===== config.mk =====
export PLATFORM = sky130hd
export DESIGN_NAME = fir_seq_ctrl_flat
export DESIGN_NICKNAME = d
export VERILOG_FILES = /design/src/rtl/fir_seq_pkg.sv /design/src/rtl/fir_seq_ctrl_if.sv /design/src/rtl/fir_seq_ctrl_valid_dly.sv /design/src/rtl/fir_seq_ctrl.sv /design/src/flat_wrapper.sv
export SDC_FILE = /design/constraint.sdc
export NUM_CORES = 1
export LEC_CHECK = 0
export CAP_MARGIN = 20
export CORE_MARGIN = 8
export CORE_UTILIZATION = 46
export CTS_BUF_LIST = sky130_fd_sc_hd__clkbuf_2 sky130_fd_sc_hd__clkbuf_4 sky130_fd_sc_hd__clkbuf_8
export CTS_CLUSTER_DIAMETER = 120
export DETAILED_ROUTE_END_ITERATION = 7
export GPL_TIMING_DRIVEN = 0
export PLACE_DENSITY = 0.81
export RECOVER_POWER = 50
export SETUP_SLACK_MARGIN = 0.1
export SKIP_CTS_REPAIR_TIMING = 1
export SLEW_MARGIN = 20
export SYNTH_ARGS = -nofsm -noshare
export SYNTH_HDL_FRONTEND = slang
export SYNTH_SLANG_ARGS = --single-unit

===== constraint.sdc =====
create_clock -name clk -period 4.4 [get_ports clk]
set_input_delay 0.66 -clock clk [delete_from_list [all_inputs] [get_ports clk]]
set_output_delay 0.66 -clock clk [all_outputs]
set_load 0.02 [all_outputs]

===== src/rtl/fir_seq_pkg.sv =====
// rtl/fir_seq_pkg.sv - shared states, limits and saturation codes for the FIR sequencer
package fir_seq_pkg;

  typedef enum logic [1:0] {
    IDLE  = 2'd0,
    RUN   = 2'd1,
    DRAIN = 2'd2,
    DONE  = 2'd3
  } state_t;

  localparam int          MAX_LEN     = 5000;
  localparam int          DEF_ROM_LAT = 1;
  localparam int          DEF_FIR_LAT = 5;
  localparam logic [7:0]  SAT_POS     = 8'h7f;
  localparam logic [7:0]  SAT_NEG     = 8'h80;

  function automatic logic is_sat(input logic [7:0] v);
    return (v == SAT_POS) || (v == SAT_NEG);
  endfunction

endpackage


===== src/rtl/fir_seq_ctrl_if.sv =====
// rtl/fir_seq_ctrl_if.sv - control, ROM, filter and result-RAM signals of the FIR sequencer
interface fir_seq_ctrl_if #(
  parameter int A_WIDTH = 13
);
  logic               start;
  logic               abort;
  logic [A_WIDTH-1:0] cfg_len;
  logic               rom_ren;
  logic [A_WIDTH-1:0] rom_raddr;
  logic               fir_start;
  logic [7:0]         yn_data;
  logic               wr_en;
  logic [A_WIDTH-1:0] wr_addr;
  logic [7:0]         wr_data;
  logic               busy;
  logic               done;
  logic [A_WIDTH-1:0] sat_cnt;

  modport master (
    output start, abort, cfg_len, yn_data,
    input  rom_ren, rom_raddr, fir_start, wr_en, wr_addr, wr_data, busy, done, sat_cnt
  );

  modport slave (
    input  start, abort, cfg_len, yn_data,
    output rom_ren, rom_raddr, fir_start, wr_en, wr_addr, wr_data, busy, done, sat_cnt
  );
endinterface


===== src/rtl/fir_seq_ctrl_valid_dly.sv =====
// rtl/fir_seq_ctrl_valid_dly.sv - fir_valid_dly: valid shift register aligning ROM reads to filter outputs
module fir_valid_dly #(
  parameter int DEPTH = 6
) (
  input  logic clk,
  input  logic clr,
  input  logic din,
  output logic dout
);
  logic [DEPTH-1:0] sr;

  always_ff @(posedge clk) begin
    if (clr) sr <= '0;
    else     sr <= (sr << 1) | DEPTH'(din);
  end

  assign dout = sr[DEPTH-1];
endmodule


===== src/rtl/fir_seq_ctrl.sv =====
// rtl/fir_seq_ctrl.sv - FIR frame sequencer: ROM read issue, delayed result write, done/abort control
// FIR_SEQ_SAT_CNT_EN enables the per-frame saturated-output counter.
module fir_seq_ctrl
  import fir_seq_pkg::*;
#(
  parameter int A_WIDTH = 13,
  parameter int ROM_LAT = DEF_ROM_LAT,
  parameter int FIR_LAT = DEF_FIR_LAT
) (
  input  logic           clk,
  input  logic           rst,
  fir_seq_ctrl_if.slave  bus
);
  localparam int                 DLY       = ROM_LAT + FIR_LAT;
  localparam logic [A_WIDTH-1:0] MAX_LEN_A = A_WIDTH'(MAX_LEN);

  state_t             state;
  logic [A_WIDTH-1:0] len_r;
  logic [A_WIDTH-1:0] raddr;
  logic [A_WIDTH-1:0] waddr;
  logic               ren;
  logic               fstart;
  logic               busy_r;
  logic               done_r;
  logic               wen;
  logic [A_WIDTH-1:0] start_len;
  logic               flush;

  assign start_len = (bus.cfg_len > MAX_LEN_A) ? MAX_LEN_A : bus.cfg_len;
  // Aborting kills every read still in flight so no stale write escapes.
  assign flush = rst | (bus.abort & ((state == RUN) | (state == DRAIN)));

  fir_valid_dly #(.DEPTH(DLY)) u_dly (
    .clk  (clk),
    .clr  (flush),
    .din  (ren),
    .dout (wen)
  );

  always_ff @(posedge clk) begin
    if (rst) begin
      state  <= IDLE;
      len_r  <= '0;
      raddr  <= '0;
      waddr  <= '0;
      ren    <= 1'b0;
      fstart <= 1'b0;
      busy_r <= 1'b0;
      done_r <= 1'b0;
    end else begin
      fstart <= 1'b0;
      if (wen) waddr <= waddr + 1'b1;
      case (state)
        IDLE: if (bus.start) begin
          len_r  <= start_len;
          raddr  <= '0;
          waddr  <= '0;
          busy_r <= 1'b1;
          if (start_len == '0) begin
            state  <= DONE;
            done_r <= 1'b1;
          end else begin
            state  <= RUN;
            ren    <= 1'b1;
            fstart <= 1'b1;
          end
        end
        RUN: begin
          if (bus.abort) begin
            state  <= IDLE;
            ren    <= 1'b0;
            raddr  <= '0;
            busy_r <= 1'b0;
          end else if (raddr == len_r - 1'b1) begin
            state <= DRAIN;
            ren   <= 1'b0;
            raddr <= '0;
          end else begin
            raddr <= raddr + 1'b1;
          end
        end
        DRAIN: begin
          if (bus.abort) begin
            state  <= IDLE;
            busy_r <= 1'b0;
          end else if (wen && (waddr == len_r - 1'b1)) begin
            state  <= DONE;
            done_r <= 1'b1;
          end
        end
        DONE: begin
          state  <= IDLE;
          done_r <= 1'b0;
          busy_r <= 1'b0;
        end
        default: state <= IDLE;
      endcase
    end
  end

`ifdef FIR_SEQ_SAT_CNT_EN
  logic [A_WIDTH-1:0] sat_r;

  always_ff @(posedge clk) begin
    if (rst)                              sat_r <= '0;
    else if ((state == IDLE) && bus.start) sat_r <= '0;
    else if (wen && is_sat(bus.yn_data))   sat_r <= sat_r + 1'b1;
  end

  assign bus.sat_cnt = sat_r;
`else
  assign bus.sat_cnt = '0;
`endif

  assign bus.rom_ren   = ren;
  assign bus.rom_raddr = raddr;
  assign bus.fir_start = fstart;
  assign bus.wr_en     = wen;
  assign bus.wr_addr   = waddr;
  assign bus.wr_data   = wen ? bus.yn_data : 8'h00;
  assign bus.busy      = busy_r;
  assign bus.done      = done_r;
endmodule


===== src/flat_wrapper.sv =====
// flat-port wrapper written by rule: the top's interface ports become plain ports
module fir_seq_ctrl_flat import fir_seq_pkg::*;
#(
  parameter int A_WIDTH = 13,
  parameter int ROM_LAT = DEF_ROM_LAT,
  parameter int FIR_LAT = DEF_FIR_LAT
)
  (clk, rst, bus_start, bus_abort, bus_cfg_len, bus_yn_data, bus_rom_ren, bus_rom_raddr, bus_fir_start, bus_wr_en, bus_wr_addr, bus_wr_data, bus_busy, bus_done, bus_sat_cnt);
  fir_seq_ctrl_if #(.A_WIDTH(A_WIDTH)) bus_i ();
  input  logic clk;
  input  logic rst;
  input wire logic [$bits(bus_i.start)-1:0] bus_start;
  input wire logic [$bits(bus_i.abort)-1:0] bus_abort;
  input wire logic [$bits(bus_i.cfg_len)-1:0] bus_cfg_len;
  input wire logic [$bits(bus_i.yn_data)-1:0] bus_yn_data;
  output wire logic [$bits(bus_i.rom_ren)-1:0] bus_rom_ren;
  output wire logic [$bits(bus_i.rom_raddr)-1:0] bus_rom_raddr;
  output wire logic [$bits(bus_i.fir_start)-1:0] bus_fir_start;
  output wire logic [$bits(bus_i.wr_en)-1:0] bus_wr_en;
  output wire logic [$bits(bus_i.wr_addr)-1:0] bus_wr_addr;
  output wire logic [$bits(bus_i.wr_data)-1:0] bus_wr_data;
  output wire logic [$bits(bus_i.busy)-1:0] bus_busy;
  output wire logic [$bits(bus_i.done)-1:0] bus_done;
  output wire logic [$bits(bus_i.sat_cnt)-1:0] bus_sat_cnt;
  assign bus_i.start = bus_start;
  assign bus_i.abort = bus_abort;
  assign bus_i.cfg_len = bus_cfg_len;
  assign bus_i.yn_data = bus_yn_data;
  assign bus_rom_ren = bus_i.rom_ren;
  assign bus_rom_raddr = bus_i.rom_raddr;
  assign bus_fir_start = bus_i.fir_start;
  assign bus_wr_en = bus_i.wr_en;
  assign bus_wr_addr = bus_i.wr_addr;
  assign bus_wr_data = bus_i.wr_data;
  assign bus_busy = bus_i.busy;
  assign bus_done = bus_i.done;
  assign bus_sat_cnt = bus_i.sat_cnt;
  fir_seq_ctrl #(.A_WIDTH(A_WIDTH), .ROM_LAT(ROM_LAT), .FIR_LAT(FIR_LAT)) u_core (.clk(clk), .rst(rst), .bus(bus_i));
endmodule

==> impl_metrics.ini <==
[timing]
period_share_pct = 79.9
fin_setup_tns_ns = 0
layout_min_cycle_time_ns = 3.51
finalMaxSlewViolations = 0
tightest_slew_ns = 0.734
clock-skew-final_ns = 0.00762
final.hold.worst_slack_ns = 0.438
final_report_hold_violation_count = 0
grt_setup_unrepaired = no
timing.fmax_mhz = 285
final_critical_path_setup_slack_ns = 0.886
timing.slew.headroom_pct = 51.1
setup_viol_count_final = 0

[clock_tree]
clock_sink_total = 51
cts-root-to-sink-buffers = 2
tritoncts = built
cts_inserted_buffers = 5
cts.root.buffer_cell = sky130_fd_sc_hd__clkbuf_8
cts_htree_levels = 2
clk_latency_ns = 0.30
clk_transition_reported_paths_ns = 0.09

[pwr]
power.combinational.fraction_pct = 48.3
switching_power_total_mw = 0.616
cellPowerDensity_mw_per_mm2 = 393
pwr-share-clk_pct = 16.5
power_leakage_nw = 1.61
finalPower_mw = 1.58
peakVddDrop_uv = 276
power_switching_share_pct = 39.0
internal-power_mw = 0.964
share_seq_of_total_power_pct = 35.2

[yosys]
post_synth_mux_area_share_pct = 0.946
xor_xnor_share_of_the_synthesized_area_pct = 14.9
syn_inst = 386
synthesized_area_per_cell_um2 = 8.22
portion_of_synthesized_cell_area_occupied_by_the_leading_cell_type_pct = 32.2
netlist_area_mm2 = 0.00317
synth_top_family_by_area = simple AND/OR/NAND/NOR gates
synth_top_cells_by_area = sky130_fd_sc_hd__dfxtp_1, sky130_fd_sc_hd__xor2_1, sky130_fd_sc_hd__xnor2_1, sky130_fd_sc_hd__nor2_1, sky130_fd_sc_hd__buf_4
synth-seq-area-share_pct = 32.2
synth_edf_count = 0
postSynth.asyncResetShare_pct = 0
ys_seq_elements = 51
ys_types = 59
synth-compound-area-share_pct = 13.8
ys.warnings.count = 0
synth_top_flop_cell = sky130_fd_sc_hd__dfxtp_1
post_synth_fa_ha_maj_area_fraction_pct = 2.76
synth-simple-area-share_pct = 27.4
yosysTopAreaCell = sky130_fd_sc_hd__dfxtp_1

[finish]
ant_diodes = 0
synthToLayoutAreaGrowth_pct = 26.8
layout.cells.most_common = sky130_fd_sc_hd__dfxtp_1
fin_cells = 548
layout.cells.most_common_list = sky130_fd_sc_hd__dfxtp_1, sky130_fd_sc_hd__nor2_1, sky130_fd_sc_hd__clkdlybuf4s50_1
final_core_utilization_pct = 59.9
final_design_area_no_fill_mm2 = 0.00402
fraction_of_layout_instances_using_a_drive_strength_above_1_pct = 7.91
nets = 499

[grt]
grt_usage_pct = 15.9
grt_first_pass_wirelength_mm = 13.2
grt_pass1_vias = 2782
gr-total-overflow = 0
initial_antenna_violation_count = 0
largest_net_degree_at_the_start_of_global_routing = 16

[critical_path]
worst_ep_arrival_time_ns = 3.71
cpMaxStageDelayCell = sky130_fd_sc_hd__a2111oi_0
crit_start = u_core.len_r[0]
critPathLaunchType = register
setup.worst_path.class = register to register
end_kind = register
rr_startpoint = u_core.len_r[0]
slowest_delay_ns = 0.65
critical_path_peak_fanout = 10
crit_required_ns = 4.60
cp_cell_sequence = inv_1, ha_1, or4b_4, buf_6, nor4_4, mux2i_1, o2111ai_1, a2111oi_0, or2_1, a21o_1, buf_4, nor2_1

[worst_hold_path]
min-delay-start = u_core.u_dly.sr[3]
timing.hold.worst.class = register to register

[floorplan]
floorplan.rows = 30
die_height_um = 99.1
die-area_mm2 = 0.00981
die_x_extent_um = 99.1
initial_utilization_pct = 47.2
core_region_area_mm2 = 0.00672
boundaryPins = 77

[routing]
totalWireLength_mm = 7.73
drtPass1Iterations = 4
drc_errors = 0
drt_first_iter_violations = 121
vias = 2882
remaining_antenna_violation_count_after_routing = 0
average_routed_wire_per_standard_cell_um = 14.1
routed_vias_inst = 5.26

[placed_design]
port_buffers = 62
pre_cts_slack_ns = 0.902
placement.cell_area_mm2 = 0.00394
finalWeightedCongestion = 0.889
dp_hpwl_mm = 6.34
dp_cells = 540

[flow_run]
drv.max_cap_violation_count = 0

[status]
run_status = completed
==> flip-flops by register name (all words and copies together), names as in the netlist <==
register and cells:
u_core.bus.done 1, u_core.bus.rom_raddr 13, u_core.bus.busy 1, u_core.u_dly.sr 6, u_core.bus.rom_ren 1, u_core.bus.wr_addr 13, u_core.len_r 13, u_core.state 2
u_core.bus.fir_start 1
==> area by class of cell <==
| type | count | area (um2) |
|---|---|---|
| clock buffers | 5 | 68.8 |
| repair buffers | 62 | 621 |
| fillers | 589 | 2700 |
| clock inverters | 3 | 15.0 |
| well taps | 80 | 100 |
| plain buffers | 33 | 198 |
| multi-input cells | 300 | 1950 |
| flip-flops and latches | 51 | 1020 |
| inverters | 14 | 52.6 |
==> synthesized netlist by cell type, types with 12 or more instances <==
master	number
sky130_fd_sc_hd__nor2_1	47
sky130_fd_sc_hd__xor2_1	25
sky130_fd_sc_hd__buf_4	15
sky130_fd_sc_hd__a21oi_1	12
sky130_fd_sc_hd__and2_1	14
sky130_fd_sc_hd__xnor2_1	24
sky130_fd_sc_hd__nand2_1	28
sky130_fd_sc_hd__clkbuf_1	14
sky130_fd_sc_hd__dfxtp_1	51
sky130_fd_sc_hd__nand3_1	14
sky130_fd_sc_hd__inv_1	14
==> kinds of logic (layout without fill, tap and decap cells) <==
kind of cell               after synthesis  count (layout)
xor gates and xnor gates                51              51
adders and majority gates                7               7
AOI/OAI and AO/OA                       61              61
muxes                                    3               3
other                                    1              13
and+or+nand+nor                        165             165
buffers and inverters                   47             117
DFF                                     51              51
==> worst paths after layout <==
| path | endpoint | slack (ns) | cells past startpoint |
|---|---|---|---|
| max | u_core.bus.rom_raddr[0] | 0.89 | 12 |
| min | u_core.u_dly.sr[4] | 0.44 | 1 |
| max reg2reg | u_core.bus.rom_raddr[0] | 0.89 | 12 |
| min reg2reg | u_core.u_dly.sr[4] | 0.44 | 1 |
==> power groups by stage <==
stage,combinational [mW],sequential [mW],clock [mW]
final,0.764,0.555,0.261
after global routing,0.853,0.564,0.282
after global placement,0.756,0.564,0
after floorplan,0.567,0.577,0
after detailed placement,0.764,0.567,0
after CTS,0.768,0.557,0.265
==> routing by layer <==
| metal | track usage [%] | vias up | share of wire, % |
|---|---|---|---|
| met5 | 0 | - | 0 |
| met4 | 4.19 | 0 | 1.3 |
| met3 | 4.09 | 10 | 5.9 |
| met2 | 27.7 | 74 | 49 |
| met1 | 19.0 | 1331 | 44 |
| li1 | - | 1467 | - |
==> worst max-delay path: cells and delay by family (launching register included) <==
kind | cells | cell delay [ns]
AND/OR/NAND/NOR | 4 | 1.14
buffers and inverters | 3 | 0.42
adder cells (fa/ha/maj) | 1 | 0.28
flip-flops | 1 | 0.39
AO/OA/AOI/OAI | 3 | 0.95
multiplexers | 1 | 0.24
(Power assumes the default switching activity.)
